<file path="config.mk">
export PLATFORM = sky130hd
export DESIGN_NAME = csa_pipe
export DESIGN_NICKNAME = d
export VERILOG_FILES = /design/src/rtl/csa_pkg.sv /design/src/rtl/csa_seg.sv /design/src/rtl/csa_pipe.sv
export SDC_FILE = /design/constraint.sdc
export NUM_CORES = 1
export LEC_CHECK = 0
export CORE_MARGIN = 3
export CORE_UTILIZATION = 28
export DETAILED_ROUTE_END_ITERATION = 16
export MAX_ROUTING_LAYER = met4
export PLACE_DENSITY = 0.58
export SKIP_LAST_GASP = 1
export SYNTH_ARGS = -nofsm -noshare
export SYNTH_HDL_FRONTEND = slang
export SYNTH_HIERARCHICAL = 1
export SYNTH_SLANG_ARGS = --single-unit
export TNS_END_PERCENT = 50
</file>
<file path="constraint.sdc">
create_clock -name clock -period 2.85 [get_ports clock]
set_input_delay 0.285 -clock clock [delete_from_list [all_inputs] [get_ports clock]]
set_output_delay 0.285 -clock clock [all_outputs]
set_load 0.1 [all_outputs]
</file>
<file path="src/rtl/csa_pkg.sv">
//------------------------------------------------------------------------------
// csa_pkg
//   Shared definitions for the pipelined carry-select adder/subtractor.
//   - nseg()            : number of SEG-bit segments in a WIDTH-bit operand
//   - CSA_CHECK_PARAMS  : elaboration-time legality check for WIDTH/SEG
//   - s1_side_t         : stage-1 sideband carried next to the segment results
//                         (operand sign bits needed for the overflow flag)
//------------------------------------------------------------------------------
`ifndef CSA_PKG_SV
`define CSA_PKG_SV

// Expands to a generate-if at module scope; an illegal pairing stops
// elaboration instead of silently building a truncated adder.
`define CSA_CHECK_PARAMS(W, S) \
    if ((((W) % (S)) != 0) || ((S) < 2) || ((W) < (S))) begin : g_illegal_params \
        $error("csa_pipe: WIDTH must be a non-zero multiple of SEG and SEG must be >= 2"); \
    end

package csa_pkg;

    // Number of segments the operands are split into.
    function automatic int nseg(input int width, input int seg);
        return width / seg;
    endfunction

    // Sign bits of the effective operands, registered in stage 1 so the
    // overflow decision in stage 2 does not need the full operands.
    typedef struct packed {
        logic a_msb;
        logic bx_msb;
    } s1_side_t;

endpackage

`endif

</file>
<file path="src/rtl/csa_seg.sv">
//------------------------------------------------------------------------------
// csa_seg
//   Combinational SEG-bit ripple adder that evaluates both carry-in guesses
//   at once. Stage 1 of csa_pipe registers both results; stage 2 picks one
//   once the real segment carry-in is known.
//
//   Ports:
//     i_a, i_b  in  SEG  segment operands (i_b already inverted for subtract)
//     o_sum0    out SEG  i_a + i_b + 0
//     o_co0     out 1    carry out for carry-in 0
//     o_sum1    out SEG  i_a + i_b + 1
//     o_co1     out 1    carry out for carry-in 1
//------------------------------------------------------------------------------
module csa_seg #(
    parameter int SEG = 8
) (
    input  logic [SEG-1:0] i_a,
    input  logic [SEG-1:0] i_b,
    output logic [SEG-1:0] o_sum0,
    output logic           o_co0,
    output logic [SEG-1:0] o_sum1,
    output logic           o_co1
);

    // Two independent ripple chains; w_c0/w_c1[k] is the carry into bit k.
    logic [SEG:0] w_c0;
    logic [SEG:0] w_c1;
    logic [SEG-1:0] w_p;
    logic [SEG-1:0] w_g;

    assign w_c0[0] = 1'b0;
    assign w_c1[0] = 1'b1;

    for (genvar gi = 0; gi < SEG; gi++) begin : g_bit
        assign w_p[gi]      = i_a[gi] ^ i_b[gi];
        assign w_g[gi]      = i_a[gi] & i_b[gi];
        assign o_sum0[gi]   = w_p[gi] ^ w_c0[gi];
        assign o_sum1[gi]   = w_p[gi] ^ w_c1[gi];
        assign w_c0[gi+1]   = w_g[gi] | (w_p[gi] & w_c0[gi]);
        assign w_c1[gi+1]   = w_g[gi] | (w_p[gi] & w_c1[gi]);
    end

    assign o_co0 = w_c0[SEG];
    assign o_co1 = w_c1[SEG];

endmodule

</file>
<file path="src/rtl/csa_pipe.sv">
//------------------------------------------------------------------------------
// csa_pipe
//   Two-stage pipelined carry-select adder/subtractor with an elastic
//   valid/ready handshake (two operations in flight, full rate when the
//   consumer never stalls).
//
//   Stage 1: per-segment ripple sums for both carry-in guesses (segment 0
//            uses the real carry-in and stores only its chosen result).
//   Stage 2: carry-select chain across segments, output mux, carry-out and
//            signed overflow.
//
//   Parameters:
//     WIDTH  operand/result width, a multiple of SEG
//     SEG    segment width, >= 2
//   Ports:
//     clock      in   rising-edge clock
//     reset_n    in   asynchronous active-low reset
//     in_valid   in   operation offered
//     in_ready   out  operation accepted when in_valid && in_ready
//     a, b       in   operands
//     ci         in   carry-in for add (ignored when sub = 1)
//     sub        in   0: a + b + ci, 1: a - b
//     out_valid  out  result valid
//     out_ready  in   result consumed when out_valid && out_ready
//     out        out  sum/difference modulo 2^WIDTH
//     co         out  carry out of the MSB (subtract: 1 = no borrow)
//     ovf        out  signed two's-complement overflow
//------------------------------------------------------------------------------
module csa_pipe
    import csa_pkg::*;
#(
    parameter int WIDTH = 32,
    parameter int SEG   = 8
) (
    input  logic             clock,
    input  logic             reset_n,
    input  logic             in_valid,
    output logic             in_ready,
    input  logic [WIDTH-1:0] a,
    input  logic [WIDTH-1:0] b,
    input  logic             ci,
    input  logic             sub,
    output logic             out_valid,
    input  logic             out_ready,
    output logic [WIDTH-1:0] out,
    output logic             co,
    output logic             ovf
);

    localparam int N = nseg(WIDTH, SEG);

    `CSA_CHECK_PARAMS(WIDTH, SEG)

    //--------------------------------------------------------------------------
    // Handshake
    //--------------------------------------------------------------------------
    logic w_s1_adv;
    logic w_s2_adv;
    logic r_s1_valid;
    logic r_out_valid;

    // S2 may take new data whenever it is empty or being drained this cycle;
    // S1 may refill whenever it is empty or moving into S2. This lets a full
    // pipe drain and refill in the same cycle.
    assign w_s2_adv = !r_out_valid || out_ready;
    assign w_s1_adv = !r_s1_valid || w_s2_adv;
    assign in_ready = w_s1_adv;

    //--------------------------------------------------------------------------
    // Effective operands
    //--------------------------------------------------------------------------
    logic [WIDTH-1:0] w_bx;
    logic             w_cin;

    // Subtract is a + ~b + 1, so the external carry-in is overridden.
    assign w_bx  = sub ? ~b : b;
    assign w_cin = sub | ci;

    //--------------------------------------------------------------------------
    // Stage 1: segment 0 (real carry-in known, single result kept)
    //--------------------------------------------------------------------------
    logic [SEG-1:0] w_sum_lo;
    logic           w_co_lo;
    logic [SEG-1:0] r_sum_lo;
    logic           r_co_lo;
    s1_side_t       w_side;
    s1_side_t       r_side;

    assign {w_co_lo, w_sum_lo} = {1'b0, a[SEG-1:0]}
                               + {1'b0, w_bx[SEG-1:0]}
                               + {{SEG{1'b0}}, w_cin};

    assign w_side.a_msb  = a[WIDTH-1];
    assign w_side.bx_msb = w_bx[WIDTH-1];

    always_ff @(posedge clock or negedge reset_n) begin
        if (!reset_n) begin
            r_s1_valid <= 1'b0;
            r_sum_lo   <= '0;
            r_co_lo    <= 1'b0;
            r_side     <= '0;
        end else if (w_s1_adv) begin
            r_s1_valid <= in_valid;
            r_sum_lo   <= w_sum_lo;
            r_co_lo    <= w_co_lo;
            r_side     <= w_side;
        end
    end

    //--------------------------------------------------------------------------
    // Stage 1 registers and stage 2 select logic for segments 1..N-1
    //--------------------------------------------------------------------------
    // w_c[k] is the resolved carry into segment k (segment 0 already consumed
    // the real carry-in, so the chain starts at its registered carry-out).
    logic [N:1]       w_c;
    logic [WIDTH-1:0] w_out_next;

    assign w_c[1]                = r_co_lo;
    assign w_out_next[SEG-1:0]   = r_sum_lo;

    for (genvar gi = 1; gi < N; gi++) begin : g_seg
        logic [SEG-1:0] w_sum0;
        logic [SEG-1:0] w_sum1;
        logic           w_co0;
        logic           w_co1;
        logic [SEG-1:0] r_sum0;
        logic [SEG-1:0] r_sum1;
        logic           r_co0;
        logic           r_co1;

        csa_seg #(
            .SEG (SEG)
        ) u_seg (
            .i_a    (a[gi*SEG +: SEG]),
            .i_b    (w_bx[gi*SEG +: SEG]),
            .o_sum0 (w_sum0),
            .o_co0  (w_co0),
            .o_sum1 (w_sum1),
            .o_co1  (w_co1)
        );

        always_ff @(posedge clock or negedge reset_n) begin
            if (!reset_n) begin
                r_sum0 <= '0;
                r_sum1 <= '0;
                r_co0  <= 1'b0;
                r_co1  <= 1'b0;
            end else if (w_s1_adv) begin
                r_sum0 <= w_sum0;
                r_sum1 <= w_sum1;
                r_co0  <= w_co0;
                r_co1  <= w_co1;
            end
        end

        // One mux level per segment: this chain is the stage-2 critical path.
        assign w_c[gi+1]                  = w_c[gi] ? r_co1  : r_co0;
        assign w_out_next[gi*SEG +: SEG]  = w_c[gi] ? r_sum1 : r_sum0;
    end

    //--------------------------------------------------------------------------
    // Stage 2: result registers
    //--------------------------------------------------------------------------
    logic             w_ovf_next;
    logic [WIDTH-1:0] r_out;
    logic             r_co;
    logic             r_ovf;

    // Overflow only when both effective operands share a sign and the result
    // sign differs from it.
    assign w_ovf_next = (r_side.a_msb == r_side.bx_msb)
                     && (w_out_next[WIDTH-1] != r_side.a_msb);

    always_ff @(posedge clock or negedge reset_n) begin
        if (!reset_n) begin
            r_out_valid <= 1'b0;
            r_out       <= '0;
            r_co        <= 1'b0;
            r_ovf       <= 1'b0;
        end else if (w_s2_adv) begin
            r_out_valid <= r_s1_valid;
            r_out       <= w_out_next;
            r_co        <= w_c[N];
            r_ovf       <= w_ovf_next;
        end
    end

    assign out_valid = r_out_valid;
    assign out       = r_out;
    assign co        = r_co;
    assign ovf       = r_ovf;

endmodule

</file>
## After elaboration in Yosys (flattened, before gate mapping)

Index checks and enable logic that the tools add are counted.

- Input port bits: 70
- Output and inout port bits: 36
- Logic and storage cells: 219
- Bits in registers: 101

- $add $sub $neg: 2
- Muxes and demuxes: 7
- Bitwise gates (word level): 182
- Eq/ne operators: 2
- Reduce and logical (&&, ||, !) cells: 5

Operators with widths:

| kind | count |
|---|---|
| bitwise AND 1 bit | 66 |
| XOR 1 bit | 66 |
| bitwise OR 1 bit | 46 |
| two-way mux 32 bit | 1 |
| NOT 32 bit | 1 |
| two-way mux 8 bit | 3 |
| adder 8 x 8 -> 9 bit | 1 |
| adder 9 x 1 -> 9 bit | 1 |
| two-way mux 1 bit | 3 |
| NOT 1 bit | 3 |
| zero test 1 bit | 2 |
| logical OR 1 bit | 2 |
| equality test 1 bit | 1 |
| logical AND 1 bit | 1 |
| != test 1 bit | 1 |

## Logic depth before layout (Yosys ltp)

Gate-level depths: netlist of the first run.

- Depth after elaboration: 18
- Depth in mapped cells: 17
- Gate-level depth less buffers: 15

## By module

Netlist of the first run, hierarchy kept.

By module, submodules not included:

| module | cells each | instances | sequential area each (um2) | area an instance (um2) |
|---|---|---|---|---|
| csa_pipe | 498 | 1 | 2,527.4 | 4,603.2 |
| csa_seg | 28 | 3 | 0.0 | 350.3 |

## Worst setup path before layout of the first run

No wires, ideal clock.

- Kind: input-to-reg
- Start: in sub
- End: reg g_seg[3].r_sum1[7]
- Library setup time: 65 ps
- Arrival: 4,172 ps
- Slack: -1,387 ps
- Cell stages on the path: 17
- Path through: clkbuf_1 buf_1 xor2_1 inv_1 ha_1 inv_1 fa_1 fa_1 fa_1 fa_1 fa_1 fa_1 inv_1 fa_1 inv_1 nand2_1 nand2_1

- Longest elaborated chain between the ends: 16
- Elaborated cells on any way between the ends: 30
- Classes of those cells: mux (1); bitwise (29)

RTL lines:

| what | RTL line | source |
|---|---|---|
| start, declared | csa_pipe.sv:42 | `input logic sub,` |
| two-way mux 32 bit (*) | csa_pipe.sv:76 | `assign w_bx = sub ? ~b : b;` |
| named net w_bx[24] | csa_pipe.sv:72 | `logic [WIDTH-1:0] w_bx;` |
| bitwise AND 1 bit or XOR 1 bit (tied branches) | csa_seg.sv:36, csa_seg.sv:35 |  |
| bitwise OR 1 bit (*) | csa_seg.sv:40 | `assign w_c1[gi+1] = w_g[gi] \| (w_p[gi] & w_c1[gi]);` |
| bitwise AND 1 bit (*) | csa_seg.sv:40 |  |
| bitwise OR 1 bit (*) | csa_seg.sv:40 |  |
| bitwise AND 1 bit (*) | csa_seg.sv:40 |  |
| bitwise OR 1 bit (*) | csa_seg.sv:40 |  |
| (+2 left out) | -- |  |
| bitwise AND 1 bit (*) | csa_seg.sv:40 |  |
| bitwise OR 1 bit (*) | csa_seg.sv:40 |  |
| bitwise AND 1 bit (*) | csa_seg.sv:40 |  |
| bitwise OR 1 bit (*) | csa_seg.sv:40 |  |
| bitwise AND 1 bit (*) | csa_seg.sv:40 |  |
| bitwise OR 1 bit (*) | csa_seg.sv:40 |  |
| XOR 1 bit (*) | csa_seg.sv:38 | `assign o_sum1[gi] = w_p[gi] ^ w_c1[gi];` |
| named net g_seg[3].w_sum1[7] | csa_pipe.sv:123 | `logic [SEG-1:0] w_sum1;` |
| end signal, assigned | csa_pipe.sv:150 | `r_sum1 <= w_sum1;` |
| end, declared | csa_pipe.sv:127 | `logic [SEG-1:0] r_sum1;` |

Mark *: on every way through the listed nets, which the timed path passes. The rest lies on a longest branch.
A chain may end at the register's enable or synchronous reset.

## Final worst setup path of the first run

- Start: in b[9]
- End: reg g_seg[1].r_sum1[7]

- Longest elaborated chain between the ends: 16
- Elaborated cells on any way between the ends: 17
- Classes of those cells: mux (1); bitwise (16)

RTL lines:

| what | RTL line | source |
|---|---|---|
| start, declared | csa_pipe.sv:40 | `input logic [WIDTH-1:0] b,` |
| NOT 32 bit | csa_pipe.sv:76 |  |
| two-way mux 32 bit (*) | csa_pipe.sv:76 |  |
| named net w_bx[9] | csa_pipe.sv:72 |  |
| XOR 1 bit | csa_seg.sv:35 | `assign w_p[gi] = i_a[gi] ^ i_b[gi];` |
| bitwise AND 1 bit | csa_seg.sv:40 |  |
| bitwise OR 1 bit (*) | csa_seg.sv:40 |  |
| bitwise AND 1 bit (*) | csa_seg.sv:40 |  |
| bitwise OR 1 bit (*) | csa_seg.sv:40 |  |
| (+2 left out) | -- |  |
| bitwise AND 1 bit (*) | csa_seg.sv:40 |  |
| bitwise OR 1 bit (*) | csa_seg.sv:40 |  |
| bitwise AND 1 bit (*) | csa_seg.sv:40 |  |
| bitwise OR 1 bit (*) | csa_seg.sv:40 |  |
| bitwise AND 1 bit (*) | csa_seg.sv:40 |  |
| bitwise OR 1 bit (*) | csa_seg.sv:40 |  |
| XOR 1 bit (*) | csa_seg.sv:38 |  |
| named net g_seg[1].w_sum1[7] | csa_pipe.sv:123 |  |
| end signal, assigned | csa_pipe.sv:150 |  |
| end, declared | csa_pipe.sv:127 |  |

Marked as above.

==> results.ini, run 1 <==
[sta]
fin_worst_skew_ns=0.00836
fmaxAchievable_mhz=293
setup_repair_after_global_routing_missed_its_margin=yes
worstMarginPinSlew_ns=0.707
final_min_period_over_clock_period=1.20
setup_tns_ns=-5.62
number_of_max_slew_violations_in_the_final_report=0
hold_viol_final=0
timing.slew.headroom=0.529
fin_ws_ns=-0.566
period_minus_slack_ns=3.42
finalSetupViolCount=18

[clocking]
ctsHtreeMaxLevel=3
clock-root-buffer=clkbuf_16
tritoncts=built
clock_sink_count=101
clock_path_buffers=2
cts_inserted_buffers=9
later_pin_clock_latency_in_the_skew_report_ns=0.35
clk_pin_slew_worst_paths_ns=0.07

[grt]
grt_pass1_vias=4174
grt_pass1_wl_um=21200
pin_count_of_the_biggest_net_entering_global_routing=66
grt_use_total=0.126
antenna_found_initial=0
globalRouteOverflowTotal=0

[synthesis]
synth-seq-area-share=0.447
synthesis.instances=582
synthesis.area_um2=5650
synth-edff-count=0
synthDistinctLibCells=27
syn_area_cell_um2=9.72
ys.warnings.count=6
synthFlopType=dfrtp_1
ys_ff_latch=101
synthArstFlopShare=1.00
net_count_synth=709

[die]
initial_utilization=0.288
die_y_um=148
core_area_um2=19700
floorplan.die_area_um2=21900
placementRows=51
dieWidth_um=148
ioPinCount=106

[placement]
io_buffer_count=105
dpl_cell_area_um2=7100
place_congestion=0.791
place_ws_ns=-1.05
post-dp-hpwl_um=9450

[job]
cap_viol_max_count=0

[worst_setup_path]
critical_path.cell_chain=clkdlybuf4s50_1 > xor2_2 > fa_2 > fa_2 > fa_2 > fa_2 > fa_2 > fa_2 > inv_2 > fa_2 > inv_2 > nand2_2 > nand2_1
timing.critical_path.to_type=register
timing.critical_path.slowest_cell_delay_ns=0.44
worst-setup-path-type=primary input to register
critical_path_arrival_ns=3.70
cp_max_fo=2
cp_slowest_cell=clkdlybuf4s50_1
crit_family=adder cells
timing.critical_path.required_ns=3.14
setup.worst_path.start_class=primary input
buffer_and_inverter_count_on_the_worst_path=3
cpMostUsedCell=fa_2

[finish]
layout.cell_area.non_filler_um2=7610
layout.core_utilization=0.387
insertedDiodeCount=0
nNetsFinal=820
area_growth_pct=34.5
drive_gt1_frac=0.207

[route]
antenna_violating_nets_post_route=0
drt-wirelength-per-cell_um=13.4
route.detailed.drc=0
drt_pass1_iterations=4
totalWireLength_um=12800
initialDrtViolationCount=107
vias=4059
via_per_inst=4.22

[outcome]
failed_checks=setup timing
outcome=complete, but fails checks

[hold_path]
hold_class=primary input to register

[power]
vdd_ir_drop_max_mv=0.323
power_leakage_nw=3.62
pwr_density_cell_nw_per_um2=809

## cell usage after synthesis, types with 3 or more instances
library cell	n	share of area
nand2_1	221	0.15
dfrtp_1	101	0.45
fa_1	44	0.16
inv_1	41	0.027
xor2_1	35	0.054
o21ai_0	34	0.030
mux2i_1	26	0.046
clkbuf_1	18	0.012
ha_1	13	0.029
nor2_1	10	0.0066
a21oi_1	7	0.0062
buf_1	7	0.0046
nand2b_1	5	0.0055
a211oi_1	3	0.0040
## kinds of logic (layout without fill, tap and decap cells)
family	count (synthesis)	after routing	share of synthesized area
simple gates	242	242	0.165
flops	101	101	0.447
buf+inv	68	183	0.0478
fa+ha+maj	57	57	0.185
compound gates	51	51	0.0491
xor+xnor	35	35	0.0542
mux	28	28	0.0520
## layer usage
layer  vias to the layer above  GRT usage  wire length [um]
li1                       2015          -                 -
met1                      1960      0.160              5850
met2                        72      0.205              6290
met3                        12     0.0235               509
met4                         0     0.0457               200
met5                         -          -                 0
## worst min-delay path, delay by kind of cell
family / cells / cell delay (ns)
xor+xnor: 1 / 0.06
fa+ha+maj: 1 / 0.15
buf+inv: 2 / 0.12
simple gates: 2 / 0.12
## registers in the layout, summed over array words and instances, names as in the netlist
name	flops
g_seg.r_co1	3
out	32
ovf	1
g_seg.r_sum1	24
co	1
g_seg.r_sum0	24
g_seg.r_co0	3
r_co_lo	1
r_s1_valid	1
r_side	2
out_valid	1
r_sum_lo	8
## power breakdown
group	switching [mW]	internal, mW	leakage (nW)
clock	0.539	0.785	0.158
combinational	1.97	0.794	2.26
sequential	0.223	1.84	1.20
total	2.73	3.42	3.62
## cell usage in the layout (no fill, tap or decap), types with 4 or more instances in the layout
cell type | synthesis | layout
fa_1 | 44 | 5
ha_1 | 13 | 8
dlygate4sd2_1 | 0 | 4
clkdlybuf4s50_1 | 0 | 57
xor2_2 | 0 | 4
ha_2 | 0 | 5
nand2b_1 | 5 | 5
xor2_1 | 35 | 28
buf_4 | 0 | 51
dfrtp_1 | 101 | 101
o21ai_0 | 34 | 34
a21oi_1 | 7 | 7
fa_2 | 0 | 39
nand2_1 | 221 | 220
buf_12 | 0 | 6
mux2i_1 | 26 | 25
clkbuf_16 | 0 | 9
inv_2 | 0 | 10
inv_1 | 41 | 31
nor2_1 | 10 | 10
## per-stage QoR
step                      instances  hold slack, ns  power (mW)
final                           962           0.436        6.15
after global routing            962           0.480        6.56
after CTS                       960           0.450        6.24
after detailed placement        941           0.360        4.88
after global placement          941           0.359        4.83
after floorplan                 582         -0.0106        4.11
## cell type report
type / instances / area, um^2
Timing Repair Buffer: 127 / 1210
Clock inverter: 5 / 75.1
Fill cell: 2024 / 12000
Clock buffer: 10 / 239
Inverter: 41 / 154
Tap cell: 265 / 332
Multi-Input combinational cell: 413 / 3070
Sequential cell: 101 / 2530
## final timing paths
kind,startpoint,endpoint,slack (ns),cells after the start
max,b[9],g_seg[1].r_sum1[7],-0.57,13
min,b[24],g_seg[3].r_sum0[0],0.44,6
max reg2reg,r_co_lo,ovf,1.06,5
min reg2reg,g_seg[1].r_sum0[1],g_seg[1].r_sum0[1],0.46,2
max in group asynchronous,reset_n,g_seg[1].r_sum1[1],1.63,3
min in group asynchronous,reset_n,g_seg[3].r_sum0[1],0.50,2
## repair_timing
action                                  CTS  global route
endpoints found under the hold margin    47             0
setup buffers                             3             3
resized for setup                        23            25
pin swaps                                10            16
hold buffers                              1             0
endpoints found under the setup margin   18            19
No activity file was read; power rests on OpenSTA's default activity.
==> inputs of run 2 (changes only) <==
- ABC_AREA: not set -> 1
==> run 2 against run 1 <==
Against the previous run:
- setup slack got worse by 0.059 ns
- worst hold slack worse by 0.31 ns
- via count up 6.2%
- non-clock buffer count decreased by 5
- routed wire length is 6.9% higher
- the flow still finishes with violations (setup timing)
- clock skew increased by 0.0012 ns
- critical path depth grew 4
- largest cell class unchanged
- cell count up 6.4%
- flip-flop and latch count unchanged
- critical path type unchanged
- combinational power barely moved
- clock power decreased by 7%
==> results.ini, run 2 <==
[die]
placementRows=51  ; unchanged
die_y_um=149  ; +0.81%
dieWidth_um=149  ; +0.81%
ioPinCount=106  ; unchanged
core_area_um2=19800  ; +0.97%
initial_utilization=0.290  ; +0.00208
floorplan.die_area_um2=22300  ; +1.6%

[finish]
top_library_cells_by_usage_in_the_layout_fill_and_taps_aside=263 x nand2_1, 101 x dfrtp_1, 59 x clkdlybuf4s50_1
layout_commonest_cell=nand2_1
area_growth_pct=31.1
sequential_cell_area_um2=2530  ; unchanged
final_cells=1024  ; +6.4%
drive_gt1_frac=0.188  ; -0.0182
flip_flop_count_of_the_largest_register_after_layout=32  ; unchanged
fillerInstances=2018  ; -0.30%
nNetsFinal=882  ; +7.6%
insertedDiodeCount=0  ; unchanged
multi_input_area_um2=3030  ; -1.2%

[sta]
timing.slew.headroom=0.322  ; -0.207
fin_worst_skew_ns=0.00952  ; +0.00116 ns
final_min_period_over_clock_period=1.22  ; +0.0208
hold_viol_final=0  ; unchanged
worstMarginPinSlew_ns=1.02  ; +0.311 ns
setup_repair_after_global_routing_missed_its_margin=yes
period_minus_slack_ns=3.48  ; +0.0594 ns
setup_tns_ns=-6.38  ; -0.763 ns
finalSetupViolCount=18  ; unchanged
fin_ws_ns=-0.626  ; -0.0594 ns
fmaxAchievable_mhz=288  ; -1.7%
number_of_max_slew_violations_in_the_final_report=0  ; unchanged

[synthesis]
yosys-top-cells-area=dfrtp_1 44%, nand2_1 17%, fa_1 15%
synthFlopType=dfrtp_1
synthArstFlopShare=1.00  ; unchanged
synth_top_area_frac=0.440  ; -0.00749
ys_ff_latch=101  ; unchanged
yosys.area.top_type=dfrtp_1
synth-seq-area-share=0.440  ; -0.00749
synthDistinctLibCells=23  ; -15%
synthesis.instances=646  ; +11%
synth-edff-count=0  ; unchanged
ys.warnings.count=6  ; unchanged
post_synth_most_frequent_cells=264 x nand2_1, 101 x dfrtp_1, 57 x inv_1
synth_most_common_cell=nand2_1
net_count_synth=773  ; +9.0%
synthesis.area_um2=5750  ; +1.7%
syn_area_cell_um2=8.90  ; -8.4%

[worst_setup_path]
crit_family=adder cells
worst-setup-path-type=primary input to register
cp_max_fo=7  ; +5
critical_path_arrival_ns=3.75  ; +0.05 ns
setup.worst_path.start_class=primary input
cpMostUsedCell=fa_2
cp_slowest_cell=fa_2
timing.critical_path.required_ns=3.13  ; about the same
timing.critical_path.slowest_cell_delay_ns=0.42  ; -0.02 ns
buffer_and_inverter_count_on_the_worst_path=6  ; +3
critical_path.cell_chain=buf_6 > buf_12 > xor2_2 > inv_1 > ha_2 > inv_2 > fa_2 > fa_2 > fa_2 > fa_2 > fa_2 > fa_2 > inv_2 > fa_2 > inv_1 > nand2_1 > nand2_1
timing.critical_path.to_type=register

[clocking]
clock-root-buffer=clkbuf_16
clock_path_buffers=2  ; unchanged
later_pin_clock_latency_in_the_skew_report_ns=0.34  ; about the same
clock_sink_count=101  ; unchanged
clk_pin_slew_worst_paths_ns=0.07  ; about the same
ctsHtreeMaxLevel=3  ; unchanged
cts_inserted_buffers=9  ; unchanged
tritoncts=built

[power]
power.internal_mw=3.28  ; -3.9%
power_leakage_nw=3.66  ; +1.2%
combinationalPowerShare=0.459  ; +0.009
net-switching-power_mw=2.79  ; +1.9%
vdd_ir_drop_max_mv=0.347  ; +7.5%
seqPwrFrac=0.339  ; +0.004
power.share.switching=0.459  ; +0.0146
pwr_density_cell_nw_per_um2=805  ; -0.46%
clock_power_share=0.202  ; -0.013

[route]
totalWireLength_um=13700  ; +6.9%
antenna_violating_nets_post_route=0  ; unchanged
drt_pass1_iterations=4  ; unchanged
route.detailed.drc=0  ; unchanged
initialDrtViolationCount=159  ; +49%
vias=4310  ; +6.2%
drt-wirelength-per-cell_um=13.4  ; +0.40%
via_per_inst=4.21  ; -0.25%

[job]
cap_viol_max_count=0  ; unchanged

[hold_path]
hold_class=primary input to asynchronous set/reset pin

[grt]
grt_use_total=0.133  ; +0.00647
antenna_found_initial=0  ; unchanged
pin_count_of_the_biggest_net_entering_global_routing=78  ; +18%
grt_pass1_wl_um=22900  ; +8.3%
globalRouteOverflowTotal=0  ; unchanged
grt_pass1_vias=4582  ; +9.8%

[placement]
total_placed_cells_including_tap_cells=1008  ; +7.1%
place_congestion=0.753  ; -4.8%
io_buffer_count=105  ; unchanged
post-dp-hpwl_um=9880  ; +4.5%

[outcome]
outcome=complete, but fails checks
failed_checks=setup timing

## run 2: cell count changes after synthesis, sizes merged, moves of 5 or more
| cell | change |
|---|---|
| a21oi | +13 |
| a31oi | +15 |
| buf | +9 |
| clkbuf | -12 |
| inv | +20 |
| mux2i | -27 |
| nand2 | +46 |
| nand2b | -5 |
| nand3 | +16 |
| nor2 | +21 |
| o21ai | -22 |
## run 2: path summary, 6_finish.rpt
path | start | endpoint | slack, ns | cells after the start
min in group clock | a[24] | g_seg[3].r_sum0[0] | 0.44 | 5
hold / removal | reset_n | out[9] | 0.12 | 1
max in group asynchronous | reset_n | co | 1.95 | 2
setup reg to reg | r_co_lo | out[24] | 1.26 | 7
setup / recovery | sub | g_seg[2].r_sum1[7] | -0.63 | 17
hold reg to reg | r_sum_lo[6] | out[6] | 0.47 | 2
## run 2: cells by family after synthesis
family,count (synthesis),synth area share
AO/OA/AOI/OAI,50,0.0476
XOR/XNOR,34,0.0518
adder cells (fa/ha/maj),57,0.181
buffers and inverters,85,0.0605
flip-flops,101,0.440
AND/OR/NAND/NOR,319,0.219
## run 2: routing by layer
| layer | GRT usage | vias up | routed length (um) |
|---|---|---|---|
| met5 | - | - | 0 |
| met4 | 0.0398 | 0 | 189 |
| met3 | 0.0179 | 13 | 390 |
| met2 | 0.219 | 77 | 6720 |
| met1 | 0.172 | 2030 | 6430 |
| li1 | - | 2190 | - |
## run 2: layout make-up
type | count | share of cell area
multi-input cells | 460 | 0.402
flip-flops and latches | 101 | 0.335
well taps | 265 | 0.0440
inverters | 61 | 0.0304
clock inverters | 4 | 0.00647
repair buffers | 122 | 0.150
clock buffers | 11 | 0.0322
## run 2: timing repair
| item | in CTS | in global routing |
|---|---|---|
| hold buffers | 0 | 0 |
| resized for setup | 11 | 16 |
| pin swaps | 1 | 4 |
| setup endpoints to repair | 19 | 19 |
| buffers inserted | 1 | 0 |
## run 2: power groups by stage
stage	Combinational [mW]	Sequential (mW)	Clock, mW
floorplan	0.904	3.22	0
global placement	2.79	2.08	0
detailed placement	2.81	2.09	0
CTS	2.82	2.06	1.29
global route	3.04	2.12	1.34
finish	2.79	2.06	1.23
## run 2: per-stage QoR
stage | hold WS (ns) | util | power (mW) | area [um^2] | setup slack (ns)
3_5_place_dp | 0.454 | 0.361 | 4.90 | 7170 | -1.09
4_1_cts | 0.165 | 0.377 | 6.17 | 7490 | -0.664
6_report | 0.124 | 0.380 | 6.07 | 7540 | -0.626
2_1_floorplan | -0.0106 | - | 4.13 | 5890 | -0.805
3_3_place_gp | 0.455 | 0.361 | 4.87 | 7170 | -1.02
5_1_grt | 0.213 | 0.380 | 6.50 | 7540 | -0.699
